**src/rtl/fabric_clk_div_ccc_pkg.sv**
```systemverilog
// Shared defaults and helpers for the fabric clock-enable divider block.
package fabric_ccc_pkg;

    localparam int DIVW_DEF        = 5;
    localparam int DEFAULT_DIV_DEF = 3;
    localparam bit DEFAULT_EN_DEF  = 1'b1;
    localparam int LOCK_CYCLES_DEF = 16;

    // A divisor field d divides the fabric clock by d+1.
    function automatic int div_ratio(input int field);
        return field + 1;
    endfunction

    // Width of the channel-select field; never narrower than one bit.
    function automatic int ch_idx_w(input int nch);
        return (nch > 1) ? $clog2(nch) : 1;
    endfunction

endpackage

```
**src/rtl/fabric_clk_div_ccc_chan.sv**
```systemverilog
// One divider channel: period counter, shadow config, apply point, CE and TOG outputs.
module clk_div_chan
    import fabric_ccc_pkg::*;
#(
    parameter int DIVW        = DIVW_DEF,
    parameter int DEFAULT_DIV = DEFAULT_DIV_DEF,
    parameter bit DEFAULT_EN  = DEFAULT_EN_DEF
) (
    input  logic            clk,
    input  logic            rst_n,
    input  logic            sync,
    input  logic            wr,
    input  logic [DIVW-1:0] wr_div,
    input  logic            wr_en,
    output logic            ce,
    output logic            tog,
    output logic            pending,
    output logic            applied
);

    localparam logic [DIVW-1:0] RST_DIV = DIVW'(DEFAULT_DIV);

    logic [DIVW-1:0] cnt_q, cnt_d;
    logic [DIVW-1:0] div_q, div_d;
    logic [DIVW-1:0] sh_div_q, sh_div_d;
    logic            en_q, en_d;
    logic            sh_en_q, sh_en_d;
    logic            pend_q, pend_d;
    logic            ce_q, ce_d;
    logic            tog_q, tog_d;

    // Next-state: count the period, apply the shadow only at a period boundary
    // (or right away when idle/bypassed, or on sync), then derive CE and TOG.
    // In bypass the counter sits at 0 == div, so the wrap compare fires every cycle.
    always_comb begin
        cnt_d    = '0;
        ce_d     = 1'b0;
        applied  = pend_q && (sync || !en_q || (cnt_q == div_q));
        if (sync || !en_q) begin
            cnt_d = '0;
            ce_d  = 1'b0;
        end else if (cnt_q == div_q) begin
            cnt_d = '0;
            ce_d  = 1'b1;
        end else begin
            cnt_d = cnt_q + 1'b1;
        end
        div_d = applied ? sh_div_q : div_q;
        en_d  = applied ? sh_en_q  : en_q;
        if (applied) begin
            cnt_d = '0;
        end
        tog_d    = en_d && (div_d != '0) && (cnt_d <= (div_d >> 1));
        sh_div_d = wr ? wr_div : sh_div_q;
        sh_en_d  = wr ? wr_en  : sh_en_q;
        // A write landing on the apply cycle re-arms pending for the next boundary.
        pend_d   = wr || (pend_q && !applied);
    end

    // Channel state registers.
    always_ff @(posedge clk or negedge rst_n) begin
        if (!rst_n) begin
            cnt_q    <= '0;
            div_q    <= RST_DIV;
            en_q     <= DEFAULT_EN;
            sh_div_q <= RST_DIV;
            sh_en_q  <= DEFAULT_EN;
            pend_q   <= 1'b0;
            ce_q     <= 1'b0;
            tog_q    <= 1'b0;
        end else begin
            cnt_q    <= cnt_d;
            div_q    <= div_d;
            en_q     <= en_d;
            sh_div_q <= sh_div_d;
            sh_en_q  <= sh_en_d;
            pend_q   <= pend_d;
            ce_q     <= ce_d;
            tog_q    <= tog_d;
        end
    end

    assign ce      = ce_q;
    assign tog     = tog_q;
    assign pending = pend_q;

endmodule

```
**src/rtl/fabric_clk_div_ccc.sv**
```systemverilog
// NCH clock-enable divider channels off the fabric clock, with config decode,
// common SYNC restart and a LOCK flag once every channel runs its programmed setting.
module fabric_clk_div_ccc
    import fabric_ccc_pkg::*;
#(
    parameter int NCH         = 3,
    parameter int DIVW        = DIVW_DEF,
    parameter int DEFAULT_DIV = DEFAULT_DIV_DEF,
    parameter bit DEFAULT_EN  = DEFAULT_EN_DEF,
    parameter int LOCK_CYCLES = LOCK_CYCLES_DEF
) (
    input  logic                     CLK,
    input  logic                     RESET_N,
    input  logic                     SYNC,
    input  logic                     CFG_WE,
    input  logic [ch_idx_w(NCH)-1:0] CFG_CH,
    input  logic [DIVW-1:0]          CFG_DIV,
    input  logic                     CFG_EN,
    output logic [NCH-1:0]           CE,
    output logic [NCH-1:0]           TOG,
    output logic [NCH-1:0]           PENDING,
    output logic                     LOCK
);

    localparam int              LCW      = $clog2(LOCK_CYCLES + 1);
    localparam logic [LCW-1:0]  LOCK_MAX = LCW'(LOCK_CYCLES);

    logic            cfg_valid;
    logic [NCH-1:0]  wr_vec;
    logic [NCH-1:0]  applied;
    logic            lock_clr;
    logic [LCW-1:0]  lock_cnt_q, lock_cnt_d;
    logic            lock_q, lock_d;

    // Config decode: out-of-range channel indices are dropped entirely.
    always_comb begin
        cfg_valid = CFG_WE && (32'(CFG_CH) < NCH);
        wr_vec    = '0;
        for (int i = 0; i < NCH; i++) begin
            wr_vec[i] = cfg_valid && (32'(CFG_CH) == i);
        end
    end

    for (genvar g = 0; g < NCH; g++) begin : g_chan
        clk_div_chan #(
            .DIVW        (DIVW),
            .DEFAULT_DIV (DEFAULT_DIV),
            .DEFAULT_EN  (DEFAULT_EN)
        ) u_chan (
            .clk     (CLK),
            .rst_n   (RESET_N),
            .sync    (SYNC),
            .wr      (wr_vec[g]),
            .wr_div  (CFG_DIV),
            .wr_en   (CFG_EN),
            .ce      (CE[g]),
            .tog     (TOG[g]),
            .pending (PENDING[g]),
            .applied (applied[g])
        );
    end

    // Lock counter: any config change restarts the stability window; it only
    // advances while nothing is pending and saturates at the lock threshold.
    always_comb begin
        lock_clr   = cfg_valid || SYNC || (|applied);
        lock_cnt_d = lock_cnt_q;
        if (lock_clr) begin
            lock_cnt_d = '0;
        end else if (!(|PENDING) && (lock_cnt_q != LOCK_MAX)) begin
            lock_cnt_d = lock_cnt_q + 1'b1;
        end
        lock_d = (lock_cnt_d == LOCK_MAX);
    end

    // Lock state registers.
    always_ff @(posedge CLK or negedge RESET_N) begin
        if (!RESET_N) begin
            lock_cnt_q <= '0;
            lock_q     <= 1'b0;
        end else begin
            lock_cnt_q <= lock_cnt_d;
            lock_q     <= lock_d;
        end
    end

    assign LOCK = lock_q;

endmodule

```
**config.mk**
```make
export PLATFORM = sky130hd
export DESIGN_NAME = fabric_clk_div_ccc
export DESIGN_NICKNAME = d
export VERILOG_FILES = /design/src/rtl/fabric_clk_div_ccc_pkg.sv /design/src/rtl/fabric_clk_div_ccc_chan.sv /design/src/rtl/fabric_clk_div_ccc.sv
export SDC_FILE = /design/constraint.sdc
export NUM_CORES = 1
export LEC_CHECK = 0
export CORE_AREA = 2 2 85 87
export CTS_CLUSTER_DIAMETER = 200
export DETAILED_ROUTE_END_ITERATION = 8
export DIE_AREA = 0 0 87 89
export PLACE_DENSITY_LB_ADDON = 0.12
export SLEW_MARGIN = 15
export SYNTH_ARGS = -nofsm -noshare
export SYNTH_HDL_FRONTEND = slang
export SYNTH_SLANG_ARGS = --single-unit
```
**constraint.sdc**
```tcl
create_clock -name CLK -period 2.45 [get_ports CLK]
set_input_delay 0.735 -clock CLK [delete_from_list [all_inputs] [get_ports CLK]]
set_output_delay 0.735 -clock CLK [all_outputs]
set_load 0.01 [all_outputs]
```
# Yosys cells after proc, flatten, opt, wreduce, memory -nomap -nowiden
# Cells that the tools add are included.
# W data, S select, Z words.
[totals]
reg_bits = 66
input_bits = 12
out_inout_bits = 10
word_cells = 105
[classes]
addsub = 4
order_cmp = 4
eq_ne = 7
mux = 23
reduce_logical = 41
[ops]
columns = ["op", "count"]
rows = [
  ["$mux W5", 14],
  ["$add A5 B1 Y5 const B", 4],
  ["$logic_and A1 B1 Y1", 17],
  ["$eq A5 B5 Y1", 3],
  ["$le A5 B4 Y1", 3],
  ["$reduce_bool A5 Y1", 3],
  ["$logic_or A1 B1 Y1", 11],
  ["$mux W1", 9],
  ["$logic_not A1 Y1", 7],
  ["$reduce_or A3 Y1", 2],
  ["$eq A5 B5 Y1 const B", 1],
  ["$ne A5 B5 Y1 const B", 1],
  ["$eq A2 B1 Y1 const B", 1],
  ["$eq A2 B2 Y1 const B", 1],
  ["$logic_not A2 Y1", 1],
  ["$lt A2 B2 Y1 const B", 1],
]

# Logic depth before layout (Yosys ltp)
# Gate-level depths: netlist of the first run.
[depth]
depth_word = 8
ltp_mapped = 12
depth_no_buf = 11

# Hierarchy
# A second synthesis of the first run with hierarchy kept.
[hier_totals]
cells_unflattened = 295
area_unflattened_um2 = 3507.1
[modules_own_cells]
columns = ["mod", "n_inst", "cells_each", "area_per_inst_um2", "seq_area_each_um2"]
rows = [
  ["clk_div_chan", 3, 83, 1031.0, 508.0],
  ["fabric_clk_div_ccc", 1, 46, 414.1, 150.1],
]

# Worst setup path after synthesis of the first run
# OpenSTA, ideal clock, no wires.
[synth_timing]
path_type = "input to register"
start = "input port SYNC"
end = "register g_chan[1].u_chan.tog_q"
arrival_time_ns = 2.499
path_slack_ns = -0.135
cell_stages = 10
n_path_buf = 1
cell_sequence = "inv_1 > nand2_1 > a21o_1 > buf_4 > nand2_4 > mux2_2 > ha_1 > nand4_1 > a221o_1 > nor3_1"
[synth_via]
elab_chain_len = 7
[synth_rtl]
columns = ["element", "line", "rtl"]
rows = [
  ["start, declared", "fabric_clk_div_ccc.sv:14", "input logic SYNC,"],
  ["$logic_or A1 B1 Y1 (*) (2 in a row)", "fabric_clk_div_ccc_chan.sv:38", "applied = pend_q && (sync || !en_q || (cnt_q == div_q));"],
  ["$logic_and A1 B1 Y1 (*)", "fabric_clk_div_ccc_chan.sv:38", ""],
  ["$mux W5 (*)", "fabric_clk_div_ccc_chan.sv:48", "div_d = applied ? sh_div_q : div_q;"],
  ["via g_chan[1].u_chan.div_d[1]", "fabric_clk_div_ccc_chan.sv:24", "logic [DIVW-1:0] div_q, div_d;"],
  ["parallel branches: the longest is 2 deep, another holds $le A5 B4 Y1", "-", ""],
  ["$logic_and A1 B1 Y1 (*)", "fabric_clk_div_ccc_chan.sv:53", "tog_d = en_d && (div_d != '0) && (cnt_d <= (div_d >> 1));"],
  ["via g_chan[1].u_chan.tog_d", "fabric_clk_div_ccc_chan.sv:30", "logic tog_q, tog_d;"],
  ["end signal, assigned", "fabric_clk_div_ccc_chan.sv:79", "tog_q <= tog_d;"],
  ["end, declared", "fabric_clk_div_ccc_chan.sv:30", ""],
]
# Mark *: on every way through the listed nets, which the timed path passes.
# A chain may end at the register's enable or synchronous reset.

# Final worst setup path of the first run
[layout_timing]
start = "register g_chan[0].u_chan.div_q[1]"
end = "register g_chan[0].u_chan.tog_q"
[layout_via]
elab_chain_len = 7
[layout_rtl]
columns = ["element", "line", "rtl"]
rows = [
  ["start, declared", "fabric_clk_div_ccc_chan.sv:24", ""],
  ["start signal, assigned", "fabric_clk_div_ccc_chan.sv:73", "div_q <= div_d;"],
  ["parallel branches: the longest is 6 deep, another holds $le A5 B4 Y1", "-", ""],
  ["$logic_and A1 B1 Y1 (*)", "fabric_clk_div_ccc_chan.sv:53", ""],
  ["via g_chan[0].u_chan.tog_d", "fabric_clk_div_ccc_chan.sv:30", ""],
  ["end signal, assigned", "fabric_clk_div_ccc_chan.sv:79", ""],
  ["end, declared", "fabric_clk_div_ccc_chan.sv:30", ""],
]
# Marks and branches as above.

==> results.cfg, run 1 <==
[die]
start_util_pct = 52.51
row_count = 30
io_pins = 22
die_x_um = 87
core_area_um2 = 6719
dieArea_um2 = 7743
dieHeight_um = 89

[clocking]
cts_root_buf = clkbuf_8
clock_sinks = 66
htreeDepth = 3
path_clk_slew_ns = 0.07
cts_tree = built
clockBufferDepth = 2
numCtsBuffers = 9
cts_hold_buf = 0
clock_latency_ns = 0.35

[critical_path]
r2r_slack_ns = -0.12
r2r-end = g_chan[0].u_chan.tog$_DFF_PN0_
rr_worst_depth = 11
cp_max_fo = 4
arrival_ns = 2.85
required_ns = 2.73
r2r-start = g_chan[0].u_chan.div_q[1]$_DFF_PN1_
crit_type = flop to flop
crit_start = g_chan[0].u_chan.div_q[1]$_DFF_PN1_
slowest_stage = dfstp_2
crit_chain = xor2_1 > nor3_2 > buf_4 > a31oi_4 > mux2i_2 > ha_1 > nor2b_1 > o21ai_1 > a21oi_1 > nor3_1 > o211a_1
crit_path_max_incr_delay_ns = 0.56
critPathLaunchType = flop
critPathCaptureType = flop

[layout]
final_util_pct = 67.58
nFillCells = 515
n_antenna_cell = 0
fin_nets = 419
fin_area_um2 = 4541
area_growth_pct = 28.69
regArea_um2 = 1674
multi_input_area_um2 = 1848
layout-drive-gt1-share_pct = 39.24
fin_cells = 475

[pwr]
irDropWorstVdd_v = 0.0005626
p_leak_nw = 2.098
power.density_nw_per_um2 = 1014
power_mw = 4.604

[outcome]
violations = setup timing
outcome = finished, violations left

[placement]
gp_congestion = 0.8214
place_inst = 442
place_area_um2 = 4083
dp_hpwl_mm = 5.535
placement.io_buffers = 21

[global_routing]
grt_pass1_vias = 2586
antenna_found_initial = 0
grt_start_max_net_pins = 29
track_usage_pct = 21.86
overflow = 0
grt_pass1_wl_mm = 12.74

[logic_synthesis]
synth-simple-area-share_pct = 15.07
synth.distinct_cells = 45
synth_compound_area_share_pct = 8.085
yosys.area_share.xor_xnor_pct = 7.447
synthMuxAreaShare_pct = 11.74
synth_seq_cells = 66
synth_fa_ha_area_share_pct = 6.028
synth_area_um2 = 3528
synth_top_family_by_area = simple AND/OR/NAND/NOR gates
syn-num-nets = 341
netlist_instances = 312
ys.warnings.count = 0
avgSynthCellArea_um2 = 11.31
seq_area_frac_synth_pct = 47.45

[routing]
drc_errors = 0
detail_route.first_pass.iterations = 4
num_vias = 2565
ant_nets = 0
routedWlPerCell_um = 16.48
dr.first_iter.drc_count = 78
drt-total-wl_mm = 7.830
vias_per_cell = 5.400

[sta]
slew_headroom_pct = 59.89
timing.final.max_slew_violations = 0
holdWs_ns = 0.3900
fin_crit_ns = 2.566
rsz0062_at_grt = yes
setup_viol = 2
fmax_ghz = 0.3897
fin_crit_sh_pct = 104.7
worst_slew_pin_slew_ns = 0.6017
fin_skew_ns = 0.008421
timing.final.ws_setup_ns = -0.1160
final_hold_viol_count = 0

[hold_path]
hold_class = primary input to async pin

[run]
maxCapViolCount = 0
==> how the worst max path moves through the flow <==
stage	endpoint	slack [ns]	cells after the start
CTS	g_chan[1].u_chan.tog$_DFF_PN0_	-0.03	10
finish	g_chan[0].u_chan.tog$_DFF_PN0_	-0.12	11
detailed placement	g_chan[1].u_chan.tog$_DFF_PN0_	-0.62	11
global placement	g_chan[1].u_chan.tog$_DFF_PN0_	-0.59	11
floorplan	g_chan[1].u_chan.tog$_DFF_PN0_	-0.02	10
global route	g_chan[0].u_chan.tog$_DFF_PN0_	-0.25	11
==> final cells by class <==
class | count | share of cell area [%]
multi-input cells | 217 | 40.70
well taps | 80 | 2.204
inverters | 17 | 1.405
clock inverters | 2 | 0.2204
clock buffers | 14 | 3.803
flip-flops and latches | 66 | 36.87
repair buffers | 79 | 14.80
==> cell families after synthesis <==
kind of cell             count (synthesis)
AO/OA/AOI/OAI                           37
AND/OR/NAND/NOR                         95
XOR/XNOR                                30
flip-flops                              66
multiplexers                            38
adder cells (fa/ha/maj)                 17
buffers and inverters                   29
==> placed cells by master, fill, tap and decap left out, types with 3 or more instances in the layout <==
cell type        count
nand2_1             13
nand3_1              9
clkbuf_8            12
dfrtp_1             48
nor2_1              24
xor2_1              20
dfstp_2             18
a21oi_1              7
o21ai_1              4
mux2_2              25
or4_1                6
or3_1                5
clkdlybuf4s50_1     19
nand3b_1             3
mux2i_1              4
buf_6                5
buf_4               52
mux2i_2              4
or2_2                3
a31oi_1              3
a21oi_2              3
nor2b_1              3
xnor2_1              8
and2_1               3
nor3_1               3
inv_1               15
mux2i_4              3
nor2_2               3
nor3_2               5
o21ai_0              5
ha_1                16
nand4_1              4
==> routing by layer <==
| layer | global-route usage, % | part of all wire [%] | vias to the layer above |
|---|---|---|---|
| li1 | - | - | 1247 |
| met1 | 28.85 | 47 | 1271 |
| met2 | 36.02 | 50 | 40 |
| met3 | 3.970 | 2.7 | 7 |
| met4 | 8.523 | 1.0 | 0 |
| met5 | 0 | 0 | - |
==> timing repair <==
item,in CTS,in global routing
endpoints found under the setup margin,3,3
cloned,0,0
buffers inserted,13,4
pin swaps,10,21
gates resized for setup,18,21
==> cells in the mapped netlist <==
library cell	number	area (um^2)
nor3b_2	1	12.51
a221o_1	1	10.01
buf_2	1	5.000
and4bb_2	1	12.51
a21oi_1	10	50.05
nor2b_1	3	18.77
nor3_2	2	20.02
nand3b_1	3	22.52
nand3_1	9	45.04
a31oi_1	3	18.77
a211oi_2	1	12.51
a22oi_4	1	21.27
nand2_4	1	11.26
o2111ai_4	1	26.28
or4_1	6	45.04
or2_2	3	18.77
and3_1	1	6.260
nor3_1	6	30.03
xnor2_1	8	70.07
and3_4	1	11.26
nand4_1	4	25.02
a21boi_0	1	7.510
a21o_1	2	15.01
xor2_1	22	192.7
inv_1	17	63.81
buf_4	10	75.07
o211a_1	2	20.02
a211oi_1	2	15.01
nand2b_1	2	12.51
dfrtp_1	48	1201
nor4_1	1	6.260
a2bb2oi_1	2	17.52
a31oi_4	1	21.27
mux2i_1	11	110.1
or3_1	5	31.28
nand2_1	14	52.55
nor4_4	1	21.27
clkbuf_1	1	3.750
mux2_2	27	304.0
dfstp_2	18	473.0
and2_1	3	18.77
ha_1	17	212.7
nor4b_1	1	8.760
nor2_1	27	101.4
o21ai_0	10	50.05
==> critical path, delay by kind of cell, from the launching register on <==
kind                     cells  cell delay, ns
multiplexers                 1            0.31
adder cells (fa/ha/maj)      1            0.29
XOR/XNOR                     1            0.17
buffers and inverters        1            0.15
flip-flops                   1            0.56
AO/OA/AOI/OAI                4            0.69
AND/OR/NAND/NOR              3            0.36
==> through the flow <==
step / setup TNS (ns) / worst slack (ns)
final: -0.1567 / -0.1160
after global routing: -0.5362 / -0.2484
after CTS: -0.05464 / -0.03366
after detailed placement: -1.837 / -0.6183
after global placement: -1.692 / -0.5899
after floorplan: -0.01518 / -0.01518
==> power by group <==
group	leakage, nW	switching [mW]	internal (mW)
registers	0.813	0.277	1.44
logic	1.19	0.891	1.14
clock network	0.0965	0.409	0.448
total	2.10	1.58	3.03
==> registers in the layout (all words and copies together), names as in the netlist <==
signal                  count
lock_cnt_q                  5
g_chan.u_chan.en_q          3
g_chan.u_chan.ce            3
g_chan.u_chan.sh_en_q       3
LOCK                        1
g_chan.u_chan.div_q        15
g_chan.u_chan.tog           3
g_chan.u_chan.sh_div_q     15
g_chan.u_chan.pending       3
g_chan.u_chan.cnt_q        15
Note: power is estimated with default switching activity, not from simulation.
==> run 2, diff against run 1 <==
- REMOVE_ABC_BUFFERS: not set -> 1
- SLEW_MARGIN: 15 -> 20
==> run 2 against run 1 <==
  * Sequential power about the same
  * Power fell by 0.45%
  * Die area stayed put
  * Global-route usage fell by 1.2 points
  * Design area increased by 0.22%
  * The flow still finishes with violations (setup timing)
  * Utilization up 0.15 points
  * Setup slack improved by 0.099 ns
  * Clock power shrank 4.8%
  * First-iteration DRC count grew 85%
  * Critical endpoint unchanged
  * Largest cell class unchanged
  * Via count shrank 1.8%
==> results.cfg, run 2 (synthesis results as in run 1) <==
[layout]
n_antenna_cell = 0
final_common_cell = dfrtp_1
layout-drive-gt1-share_pct = 40.31
fin_nets = 411
nFillCells = 486
largestRegisters = g_chan.u_chan.cnt_q: 15 flops, g_chan.u_chan.div_q: 15 flops, g_chan.u_chan.sh_div_q: 15 flops
final_cell_mix = dfrtp_1, buf_4, mux2_2, nor2_1, clkdlybuf4s50_1
regArea_um2 = 1674
fin_area_um2 = 4551
fin_cells = 467
multi_input_area_um2 = 1934
area_growth_pct = 28.97
final_util_pct = 67.73

[sta]
timing.final.ws_setup_ns = -0.01697
timing.final.max_slew_violations = 0
fin_tns_setup_ns = -0.01697
holdWs_ns = 0.3879
slew_headroom_pct = 69.23
fmax_ghz = 0.4054
fin_crit_sh_pct = 100.7
fin_crit_ns = 2.467
worst_slew_pin_slew_ns = 0.4602
fin_skew_ns = 0.006971
final_hold_viol_count = 0
setup_viol = 1
rsz0062_at_grt = yes

[routing]
vias_per_cell = 5.396
drt-total-wl_mm = 7.566
detail_route.first_pass.iterations = 4
ant_nets = 0
routedWlPerCell_um = 16.20
dr.first_iter.drc_count = 144
num_vias = 2520
drc_errors = 0

[outcome]
outcome = finished, violations left
violations = setup timing

[critical_path]
crit_type = flop to flop
required_ns = 2.73
rr_worst_depth = 10
cp_max_fo = 4
critPathLaunchType = flop
slowest_stage = dfstp_2
r2r-start = g_chan[0].u_chan.div_q[0]$_DFF_PN1_
r2r-end = g_chan[0].u_chan.tog$_DFF_PN0_
critPathBufInv = 0
arrival_ns = 2.74
critPathCaptureType = flop
cp_top_family = compound AO/OA/AOI/OAI gates
crit_start = g_chan[0].u_chan.div_q[0]$_DFF_PN1_
crit_chain = xor2_2 > nor3_4 > a31oi_4 > mux2i_2 > ha_1 > nor2b_4 > o21ai_2 > a21oi_2 > nor3_2 > o211a_1
crit_path_max_incr_delay_ns = 0.56
r2r_slack_ns = -0.02
cp.depth = 10

[clocking]
cts_hold_buf = 0
clockBufferDepth = 2
clock_sinks = 66
numCtsBuffers = 9
htreeDepth = 3
clock_latency_ns = 0.34
cts_tree = built
cts_root_buf = clkbuf_8
path_clk_slew_ns = 0.07

[run]
maxCapViolCount = 0

[global_routing]
grt_use_met2_pct = 32.20
overflow = 0
antenna_found_initial = 0
grt_pass1_wl_mm = 12.24
track_usage_pct = 20.65
grt_pass1_vias = 2530
top_usage_layer = met2
met1_usage_pct = 28.26
grt_start_max_net_pins = 67
grtUsageMet3_pct = 3.139

[die]
dieArea_um2 = 7743
io_pins = 22
dieHeight_um = 89
row_count = 30
start_util_pct = 52.51
die_x_um = 87
core_area_um2 = 6719

[pwr]
p_sw_mw = 1.608
power.density_nw_per_um2 = 1007
irDropWorstVdd_v = 0.0005679
switching_share_pct = 35.08
pwr-share-seq_pct = 38.1
p_comb_share_pct = 44.1
pwr-share-clk_pct = 17.8
p_leak_nw = 2.091
p_int_mw = 2.975

[placement]
dp_hpwl_mm = 5.090
placement.io_buffers = 21
gp_congestion = 0.8346
place_inst = 438
place_area_um2 = 4040

[hold_path]
hold_class = primary input to async pin
==> run 2: cell types whose count changed in the layout (fill, tap and decap cells not counted), moves of 2 or more <==
cell / before / now
o21ai_1: 4 / 2
buf_6: 5 / 3
buf_4: 52 / 46
nor2b_4: 0 / 2
nor2_2: 3 / 1
nor2b_1: 3 / 1
nor2_4: 0 / 3
xor2_2: 2 / 4
xor2_1: 20 / 18
==> run 2: layout make-up <==
class | instances | area share [%]
clock buffers | 13 | 3.492
clock inverters | 3 | 0.3299
inverters | 17 | 1.402
multi-input cells | 217 | 42.51
flip-flops and latches | 66 | 36.79
well taps | 80 | 2.200
repair buffers | 71 | 13.28
==> run 2: metrics by stage <==
stage                     total power, mW  setup slack, ns
final                               4.583         -0.01697
after global routing                4.892          -0.1337
after CTS                           4.236         0.004889
after detailed placement            3.263          -0.6964
after global placement              3.234          -0.6958
after floorplan                     2.612          -0.1126
==> run 2: worst reg2reg max path: stages, from the launching register on <==
cell and delay (ns):
dfstp_2 0.56, xor2_2 0.19, nor3_4 0.09, a31oi_4 0.27, mux2i_2 0.29, ha_1 0.29, nor2b_4 0.15, o21ai_2 0.17
a21oi_2 0.08, nor3_2 0.15, o211a_1 0.16
==> run 2: timing repair <==
item	4_1_cts	5_1_grt
pin swaps	13	16
buffers inserted	10	5
endpoints found under the setup margin	3	3
resized for setup	18	37
==> run 2: how the worst max path moves through the flow <==
stage and end:
2_1_floorplan g_chan[1].u_chan.tog$_DFF_PN0_, 3_3_place_gp g_chan[2].u_chan.tog$_DFF_PN0_, 3_5_place_dp g_chan[2].u_chan.tog$_DFF_PN0_, 4_1_cts g_chan[0].u_chan.tog$_DFF_PN0_, 5_1_grt g_chan[0].u_chan.tog$_DFF_PN0_, 6_report g_chan[0].u_chan.tog$_DFF_PN0_
==> run 2: power by group through the flow <==
stage	sequential, mW	clock (mW)	combinational [mW]
finish	1.75	0.816	2.02
global route	1.79	0.889	2.21
CTS	1.70	0.832	1.70
detailed placement	1.71	0	1.55
global placement	1.71	0	1.53
floorplan	1.66	0	0.954
==> run 2: layer usage <==
layer  share of wire, %  vias to the layer above
met5                  0                        -
met4                2.5                        0
met3                2.3                       18
met2                 47                       35
met1                 48                     1242
li1                   -                     1225
==> run 3, diff against run 2 <==
- CAP_MARGIN: not set -> 20
==> results of run 3 <==
The final DEF is identical to that of run 2; final timing and power are the same.
